[config.mk]
export PLATFORM = sky130hd
export DESIGN_NAME = binary_to_decimal32_flat
export DESIGN_NICKNAME = d
export VERILOG_FILES = /design/src/rtl/b2d_pkg.sv /design/src/rtl/binary_to_decimal32_if.sv /design/src/rtl/bcd_digit_adj.sv /design/src/rtl/binary_to_decimal32.sv /design/src/flat_wrapper.sv
export SDC_FILE = /design/constraint.sdc
export NUM_CORES = 1
export LEC_CHECK = 0
export CORE_AREA = 5 5 134 136
export DETAILED_ROUTE_END_ITERATION = 10
export DIE_AREA = 0 0 139 141
export PLACE_DENSITY = 0.95
export SYNTH_ARGS = -nofsm -noshare
export SYNTH_HDL_FRONTEND = slang
export SYNTH_SLANG_ARGS = --single-unit
[constraint.sdc]
create_clock -name clk -period 7.6 [get_ports clk]
set_clock_uncertainty 0.1 [all_clocks]
set_input_delay 0.76 -clock clk [delete_from_list [all_inputs] [get_ports clk]]
set_output_delay 0.76 -clock clk [all_outputs]
set_load 0.05 [all_outputs]
[src/rtl/b2d_pkg.sv]
// Shared constants and types for the 32-bit binary to ten-digit BCD converter.
package b2d_pkg;
  localparam int NUM_DIGITS    = 10;
  localparam int IN_WIDTH      = 32;
  localparam int BITS_PER_STEP = 4;
  localparam int NUM_STEPS     = 8;
  localparam int BCD_WIDTH     = NUM_DIGITS * 4;
  localparam int STEP_WIDTH    = 4;

  typedef logic [3:0] bcd_digit_t;

  typedef enum logic [0:0] {
    IDLE = 1'b0,
    RUN  = 1'b1
  } state_t;
endpackage

[src/rtl/binary_to_decimal32_if.sv]
// Operand and BCD digit bundle between the converter and its user.
// Optional `valid` flag is present when B2D_VALID_OUT_EN is defined.
interface binary_to_decimal32_if;
  import b2d_pkg::*;

  logic [IN_WIDTH-1:0] binaryInput;
  bcd_digit_t          billions;
  bcd_digit_t          hundred_millions;
  bcd_digit_t          ten_millions;
  bcd_digit_t          millions;
  bcd_digit_t          hundred_thousands;
  bcd_digit_t          ten_thousands;
  bcd_digit_t          thousands;
  bcd_digit_t          hundreds;
  bcd_digit_t          tens;
  bcd_digit_t          units;
`ifdef B2D_VALID_OUT_EN
  logic                valid;
`endif

  modport master (
    output binaryInput,
    input  billions, hundred_millions, ten_millions, millions,
           hundred_thousands, ten_thousands, thousands, hundreds, tens, units
`ifdef B2D_VALID_OUT_EN
    , input valid
`endif
  );

  modport slave (
    input  binaryInput,
    output billions, hundred_millions, ten_millions, millions,
           hundred_thousands, ten_thousands, thousands, hundreds, tens, units
`ifdef B2D_VALID_OUT_EN
    , output valid
`endif
  );
endinterface

[src/rtl/bcd_digit_adj.sv]
// Single BCD digit correction cell: add 3 when the digit is 5 or more,
// so the following left shift carries correctly into the next digit.
module bcd_digit_adj
  import b2d_pkg::*;
(
  input  bcd_digit_t din,
  output bcd_digit_t dout
);

  // Add-3 correction applied ahead of the shift
  always_comb begin
    dout = din;
    if (din >= 4'd5) begin
      dout = din + 4'd3;
    end else begin
      dout = din;
    end
  end

endmodule

[src/rtl/binary_to_decimal32.sv]
// Sequential double-dabble converter, 4 operand bits per clock, 8 steps.
// Build option B2D_VALID_OUT_EN adds a registered `valid` output.
module binary_to_decimal32
  import b2d_pkg::*;
(
  input  logic                   clk,
  input  logic                   reset,
  binary_to_decimal32_if.slave   bus
);

  state_t                 state_q;
  state_t                 state_next;
  logic [IN_WIDTH-1:0]    src_q;
  logic [IN_WIDTH-1:0]    shift_q;
  logic [BCD_WIDTH-1:0]   bcd_q;
  logic [STEP_WIDTH-1:0]  step_q;
  logic                   busy_q;
  logic                   load_pending_q;
  logic [BCD_WIDTH-1:0]   digits_q;
  logic                   load;
  logic                   done;
  logic [BCD_WIDTH-1:0]   step_bcd;
  logic [IN_WIDTH-1:0]    step_shift;
`ifdef B2D_VALID_OUT_EN
  logic                   valid_q;
`endif

  // Four chained add-3/shift stages form one clock's worth of work
  for (genvar s = 0; s < BITS_PER_STEP; s++) begin : g_stage
    logic [BCD_WIDTH-1:0] bcd_in;
    logic [BCD_WIDTH-1:0] bcd_adj;
    logic [BCD_WIDTH-1:0] bcd_out;
    logic [IN_WIDTH-1:0]  shift_in;
    logic [IN_WIDTH-1:0]  shift_out;

    if (s == 0) begin : g_head
      assign bcd_in   = bcd_q;
      assign shift_in = shift_q;
    end else begin : g_tail
      assign bcd_in   = g_stage[s-1].bcd_out;
      assign shift_in = g_stage[s-1].shift_out;
    end

    for (genvar d = 0; d < NUM_DIGITS; d++) begin : g_digit
      bcd_digit_adj u_adj (
        .din  (bcd_in[4*d +: 4]),
        .dout (bcd_adj[4*d +: 4])
      );
    end

    assign bcd_out   = {bcd_adj[BCD_WIDTH-2:0], shift_in[IN_WIDTH-1]};
    assign shift_out = {shift_in[IN_WIDTH-2:0], 1'b0};
  end

  assign step_bcd   = g_stage[BITS_PER_STEP-1].bcd_out;
  assign step_shift = g_stage[BITS_PER_STEP-1].shift_out;

  // Next-state logic: a changed operand (or post-reset load) always restarts
  always_comb begin
    state_next = state_q;
    load       = (bus.binaryInput != src_q) || load_pending_q;
    done       = 1'b0;
    case (state_q)
      IDLE: begin
        if (load) begin
          state_next = RUN;
        end else begin
          state_next = IDLE;
        end
      end
      RUN: begin
        if (load) begin
          state_next = RUN;
        end else if (step_q == 4'(NUM_STEPS - 1)) begin
          state_next = IDLE;
          done       = 1'b1;
        end else begin
          state_next = RUN;
        end
      end
      default: begin
        state_next = IDLE;
      end
    endcase
  end

  // State register
  always_ff @(posedge clk or posedge reset) begin
    if (reset) begin
      state_q <= IDLE;
    end else begin
      state_q <= state_next;
    end
  end

  // Operand latch, working registers and result registers
  always_ff @(posedge clk or posedge reset) begin
    if (reset) begin
      src_q          <= 32'd0;
      shift_q        <= 32'd0;
      bcd_q          <= 40'd0;
      step_q         <= 4'd0;
      busy_q         <= 1'b0;
      load_pending_q <= 1'b1;
      digits_q       <= 40'd0;
`ifdef B2D_VALID_OUT_EN
      valid_q        <= 1'b0;
`endif
    end else begin
      load_pending_q <= 1'b0;
      busy_q         <= (state_next == RUN);
      if (load) begin
        src_q   <= bus.binaryInput;
        shift_q <= bus.binaryInput;
        bcd_q   <= 40'd0;
        step_q  <= 4'd0;
`ifdef B2D_VALID_OUT_EN
        valid_q <= 1'b0;
`endif
      end else if (state_q == RUN) begin
        shift_q <= step_shift;
        bcd_q   <= step_bcd;
        step_q  <= step_q + 4'd1;
        if (done) begin
          digits_q <= step_bcd;
`ifdef B2D_VALID_OUT_EN
          valid_q  <= 1'b1;
`endif
        end
      end
    end
  end

  assign bus.billions          = digits_q[39:36];
  assign bus.hundred_millions  = digits_q[35:32];
  assign bus.ten_millions      = digits_q[31:28];
  assign bus.millions          = digits_q[27:24];
  assign bus.hundred_thousands = digits_q[23:20];
  assign bus.ten_thousands     = digits_q[19:16];
  assign bus.thousands         = digits_q[15:12];
  assign bus.hundreds          = digits_q[11:8];
  assign bus.tens              = digits_q[7:4];
  assign bus.units             = digits_q[3:0];
`ifdef B2D_VALID_OUT_EN
  assign bus.valid             = valid_q;
`endif

endmodule

[src/flat_wrapper.sv]
// flat-port wrapper written by rule: the top's interface ports become plain ports
module binary_to_decimal32_flat import b2d_pkg::*;
  (clk, reset, bus_binaryInput, bus_billions, bus_hundred_millions, bus_ten_millions, bus_millions, bus_hundred_thousands, bus_ten_thousands, bus_thousands, bus_hundreds, bus_tens, bus_units);
  binary_to_decimal32_if bus_i ();
  input  logic clk;
  input  logic reset;
  input wire logic [$bits(bus_i.binaryInput)-1:0] bus_binaryInput;
  output wire logic [$bits(bus_i.billions)-1:0] bus_billions;
  output wire logic [$bits(bus_i.hundred_millions)-1:0] bus_hundred_millions;
  output wire logic [$bits(bus_i.ten_millions)-1:0] bus_ten_millions;
  output wire logic [$bits(bus_i.millions)-1:0] bus_millions;
  output wire logic [$bits(bus_i.hundred_thousands)-1:0] bus_hundred_thousands;
  output wire logic [$bits(bus_i.ten_thousands)-1:0] bus_ten_thousands;
  output wire logic [$bits(bus_i.thousands)-1:0] bus_thousands;
  output wire logic [$bits(bus_i.hundreds)-1:0] bus_hundreds;
  output wire logic [$bits(bus_i.tens)-1:0] bus_tens;
  output wire logic [$bits(bus_i.units)-1:0] bus_units;
  assign bus_i.binaryInput = bus_binaryInput;
  assign bus_billions = bus_i.billions;
  assign bus_hundred_millions = bus_i.hundred_millions;
  assign bus_ten_millions = bus_i.ten_millions;
  assign bus_millions = bus_i.millions;
  assign bus_hundred_thousands = bus_i.hundred_thousands;
  assign bus_ten_thousands = bus_i.ten_thousands;
  assign bus_thousands = bus_i.thousands;
  assign bus_hundreds = bus_i.hundreds;
  assign bus_tens = bus_i.tens;
  assign bus_units = bus_i.units;
  binary_to_decimal32 u_core (.clk(clk), .reset(reset), .bus(bus_i));
endmodule
==> impl_metrics.env <==
export IMPL_power_share_clock=0.485
export IMPL_dieWidth_um=139
export IMPL_intPower_w=0.001317
export IMPL_gr_total_overflow=0
export IMPL_p_per_area_mw_per_mm2=147.3
export IMPL_detailedPlacementHpwl_mm=17.80
export IMPL_cts_buffers=17
export IMPL_synth_area_mm2=0.01063
export IMPL_postSynthNetCount=1303
export IMPL_outcome="finished clean"
export IMPL_worst_r2r_endpoint="u_core.bcd_q[37]$_DFFE_PP0P_"
export IMPL_timing_worst_setup_path_type="flip-flop to flip-flop"
export IMPL_cts_tree="yes"
export IMPL_critPathLaunch="u_core.bcd_q[32]$_DFFE_PP0P_"
export IMPL_layout_cells_most_common_list="sky130_fd_sc_hd__nand2_1, sky130_fd_sc_hd__dfrtp_1, sky130_fd_sc_hd__nor2_1"
export IMPL_worst_skew_pair_late_latency_ns=0.44
export IMPL_total_instance_count_after_detailed_placement=1449
export IMPL_grt_first_pass_wirelength_mm=44.30
export IMPL_hold_start="u_core.digits_q[8]$_DFFE_PP0P_"
export IMPL_switching_share=0.2530
export IMPL_placement_io_buffers=73
export IMPL_worst_setup_path_end_kind="flip-flop"
export IMPL_grt_max_degree=108
export IMPL_synth_seq_cells=150
export IMPL_setup_reg_to_reg_worst_slack_ns=3.08
export IMPL_fin_crit_sh=0.5942
export IMPL_clk_root_buffer_cell="sky130_fd_sc_hd__clkbuf_16"
export IMPL_routed_wirelength_mm=26.10
export IMPL_ant_nets=0
export IMPL_antenna_violations_before_repair=0
export IMPL_combinationalPowerShare=0.044
export IMPL_p_seq_frac=0.471
export IMPL_clock_transition_at_the_registers_of_the_reported_paths_ns=0.07
export IMPL_r2r_start="u_core.bcd_q[32]$_DFFE_PP0P_"
export IMPL_power_switching_w=0.0004460
export IMPL_cts_setup_buffers=0
export IMPL_crit_path_max_fanout=7
export IMPL_grt_util_all_layers=0.2701
export IMPL_report_final_hold_viol_count=0
export IMPL_critPathCapture="u_core.bcd_q[37]$_DFFE_PP0P_"
export IMPL_power_leakage_nw=5.179
export IMPL_r2r_worst_path_cells=17
export IMPL_postSynth_asyncResetShare=1.000
export IMPL_drt_iter0_markers=965
export IMPL_ys_dominant_reg_cell="sky130_fd_sc_hd__dfrtp_1"
export IMPL_fillerInstances=1155
export IMPL_grt_setup_unrepaired="no"
export IMPL_mostFrequentLayoutCell="sky130_fd_sc_hd__nand2_1"
export IMPL_detail_route_wl_per_cell_um=17.62
export IMPL_syn_mean_instance_area_um2=8.660
export IMPL_diodes=0
export IMPL_slew_of_the_pin_with_the_lowest_slew_margin_ns=1.076
export IMPL_synthCells=1228
export IMPL_finish_cell_count_without_fillers=1481
export IMPL_post_cts_resized_instances=0
export IMPL_yosys_cell_types_count=91
export IMPL_gp_congestion=0.9123
export IMPL_area_growth_synth_to_final_pct=12.51
export IMPL_die_height_um=141
export IMPL_grt_pass1_vias=9458
export IMPL_nNetsFinal=1318
export IMPL_fmaxAchievable_mhz=221.4
export IMPL_count_of_flip_flops_with_a_built_in_enable_after_synthesis=0
export IMPL_placementRows=48
export IMPL_worst_endpoint_required_ns=7.86
export IMPL_irDropWorstVdd_mv=0.1830
export IMPL_placeableCoreArea_mm2=0.01682
export IMPL_detailroute_via_count=9410
export IMPL_worstSetupStartpointType="flip-flop"
export IMPL_floorplan_initialDensity=0.6324
export IMPL_post_route_cells_drive_above_1_share=0.1115
export IMPL_setup_viol_count_final=0
export IMPL_final_min_clock_period_ns=4.516
export IMPL_tns_ns=0
export IMPL_yosys_warnings=0
export IMPL_arrival_ns=4.78
export IMPL_firstDrtPassIters=6
export IMPL_timing_hold_worst_class="flip-flop to flip-flop"
export IMPL_holdBufCountCts=0
export IMPL_max_cap_viol_count=0
export IMPL_design_portCount=74
export IMPL_clock_sink_count=150
export IMPL_clk_path_buf_depth=2
export IMPL_ctsHtreeMaxLevel=4
export IMPL_slew_viol_final=0
export IMPL_via_density_per_instance=6.354
export IMPL_max_slew_margin=0.2823
export IMPL_yosysSeqAreaShare=0.3531
export IMPL_remaining_drc_errors=0
export IMPL_floorplan_die_area_mm2=0.01960
[worst max-delay path: stages, from the launching register on]
cell,delay [ns]
sky130_fd_sc_hd__dfrtp_1,0.46
sky130_fd_sc_hd__inv_1,0.09
sky130_fd_sc_hd__ha_1,0.22
sky130_fd_sc_hd__nor2b_1,0.25
sky130_fd_sc_hd__a2bb2oi_1,0.33
sky130_fd_sc_hd__and2_1,0.18
sky130_fd_sc_hd__inv_1,0.04
sky130_fd_sc_hd__ha_1,0.21
sky130_fd_sc_hd__or4_4,0.55
sky130_fd_sc_hd__a32oi_4,0.35
sky130_fd_sc_hd__nor2_1,0.10
sky130_fd_sc_hd__xor2_1,0.31
sky130_fd_sc_hd__ha_1,0.26
sky130_fd_sc_hd__nor2b_1,0.24
sky130_fd_sc_hd__o311ai_2,0.17
sky130_fd_sc_hd__xnor2_1,0.29
sky130_fd_sc_hd__mux2i_1,0.14
sky130_fd_sc_hd__nor2_1,0.14
[flip-flops by register name (all words and copies together) (netlist names)]
name and cells:
u_core.step_q 4, u_core.digits_q 40, u_core.src_q 32, u_core.bcd_q 40, u_core.state_q 1, u_core.load_pending_q 1
u_core.g_stage.shift_in 32
[power by group through the flow]
stage	clock network (W)	registers, W	logic (W)
floorplan	0	0.000838	0.0000495
global placement	0	0.000843	0.0000738
detailed placement	0	0.000844	0.0000775
CTS	0.000860	0.000829	0.0000788
global route	0.000898	0.000831	0.0000875
finish	0.000856	0.000830	0.0000775
[stage by stage]
stage	power, W	instance area (µm²)	utilization	setup WS, ns	hold slack, ns
2_1_floorplan	0.0008871	10630	-	2.705	0.3599
3_3_place_gp	0.0009166	11380	0.6765	3.360	0.3551
3_5_place_dp	0.0009215	11380	0.6765	3.198	0.3643
4_1_cts	0.001768	11960	0.7115	3.104	0.3861
5_1_grt	0.001817	11960	0.7115	2.686	0.4006
6_report	0.001763	11960	0.7115	3.084	0.3790
[metal layers]
metal  vias to the layer above  global-route usage  part of all wire
li1                       4397                   -                 -
met1                      4485              0.3175              0.39
met2                       416              0.4794              0.50
met3                       112             0.05393             0.070
met4                         0              0.1210             0.042
met5                         -                   0                 0
[how the worst min path moves through the flow]
stage                                       to  slack, ns  cells after the start
6_report        u_core.digits_q[8]$_DFFE_PP0P_       0.38                      2
5_1_grt         u_core.digits_q[4]$_DFFE_PP0P_       0.40                      2
3_5_place_dp   u_core.digits_q[38]$_DFFE_PP0P_       0.36                      2
4_1_cts         u_core.digits_q[8]$_DFFE_PP0P_       0.39                      2
3_3_place_gp    u_core.digits_q[8]$_DFFE_PP0P_       0.36                      2
2_1_floorplan   u_core.digits_q[0]$_DFFE_PP0P_       0.36                      2
[synthesized netlist by cell type (7+ instances only)]
master | instances | share of area
sky130_fd_sc_hd__mux2_2 | 13 | 0.014
sky130_fd_sc_hd__nor3_1 | 16 | 0.0075
sky130_fd_sc_hd__nor2b_1 | 10 | 0.0059
sky130_fd_sc_hd__o21ai_1 | 49 | 0.023
sky130_fd_sc_hd__a21oi_2 | 9 | 0.0074
sky130_fd_sc_hd__inv_2 | 11 | 0.0039
sky130_fd_sc_hd__dfrtp_1 | 149 | 0.35
sky130_fd_sc_hd__ha_1 | 41 | 0.048
sky130_fd_sc_hd__nor4_1 | 8 | 0.0047
sky130_fd_sc_hd__a31oi_1 | 22 | 0.013
sky130_fd_sc_hd__xnor2_2 | 10 | 0.015
sky130_fd_sc_hd__inv_1 | 45 | 0.016
sky130_fd_sc_hd__and2_4 | 7 | 0.0058
sky130_fd_sc_hd__a21o_1 | 13 | 0.0092
sky130_fd_sc_hd__o21ai_0 | 76 | 0.036
sky130_fd_sc_hd__o21bai_1 | 7 | 0.0049
sky130_fd_sc_hd__a21oi_1 | 57 | 0.027
sky130_fd_sc_hd__or3_1 | 9 | 0.0053
sky130_fd_sc_hd__clkbuf_1 | 68 | 0.024
sky130_fd_sc_hd__mux2i_1 | 52 | 0.049
sky130_fd_sc_hd__a211oi_1 | 36 | 0.025
sky130_fd_sc_hd__xor2_1 | 33 | 0.027
sky130_fd_sc_hd__nand2b_1 | 18 | 0.011
sky130_fd_sc_hd__nor2_1 | 91 | 0.032
sky130_fd_sc_hd__nand2_1 | 157 | 0.055
sky130_fd_sc_hd__o21a_1 | 15 | 0.011
sky130_fd_sc_hd__xnor2_1 | 20 | 0.016
sky130_fd_sc_hd__nand3_1 | 12 | 0.0056
sky130_fd_sc_hd__o211ai_1 | 17 | 0.012
sky130_fd_sc_hd__a31o_2 | 10 | 0.0082
sky130_fd_sc_hd__and2_1 | 8 | 0.0047
sky130_fd_sc_hd__or2_1 | 7 | 0.0041
[cell type report]
cell class | count | area [µm²] | area share
multi-input cells | 939 | 6352 | 0.5310
well taps | 225 | 281.5 | 0.02353
flip-flops and latches | 150 | 3759 | 0.3142
inverters | 58 | 222.7 | 0.01862
clock buffers | 18 | 429.2 | 0.03587
clock inverters | 14 | 158.9 | 0.01328
repair buffers | 77 | 760.7 | 0.06358
[kinds of logic after synthesis]
family	count (synthesis)	synth area share
flip-flops	150	0.3531
adder cells (fa/ha/maj)	41	0.04824
buffers and inverters	139	0.05048
XOR/XNOR	65	0.06307
AO/OA/AOI/OAI	384	0.2471
AND/OR/NAND/NOR	379	0.1688
other	1	0.0003526
multiplexers	69	0.06883
No activity file was read; power rests on OpenSTA's default activity.
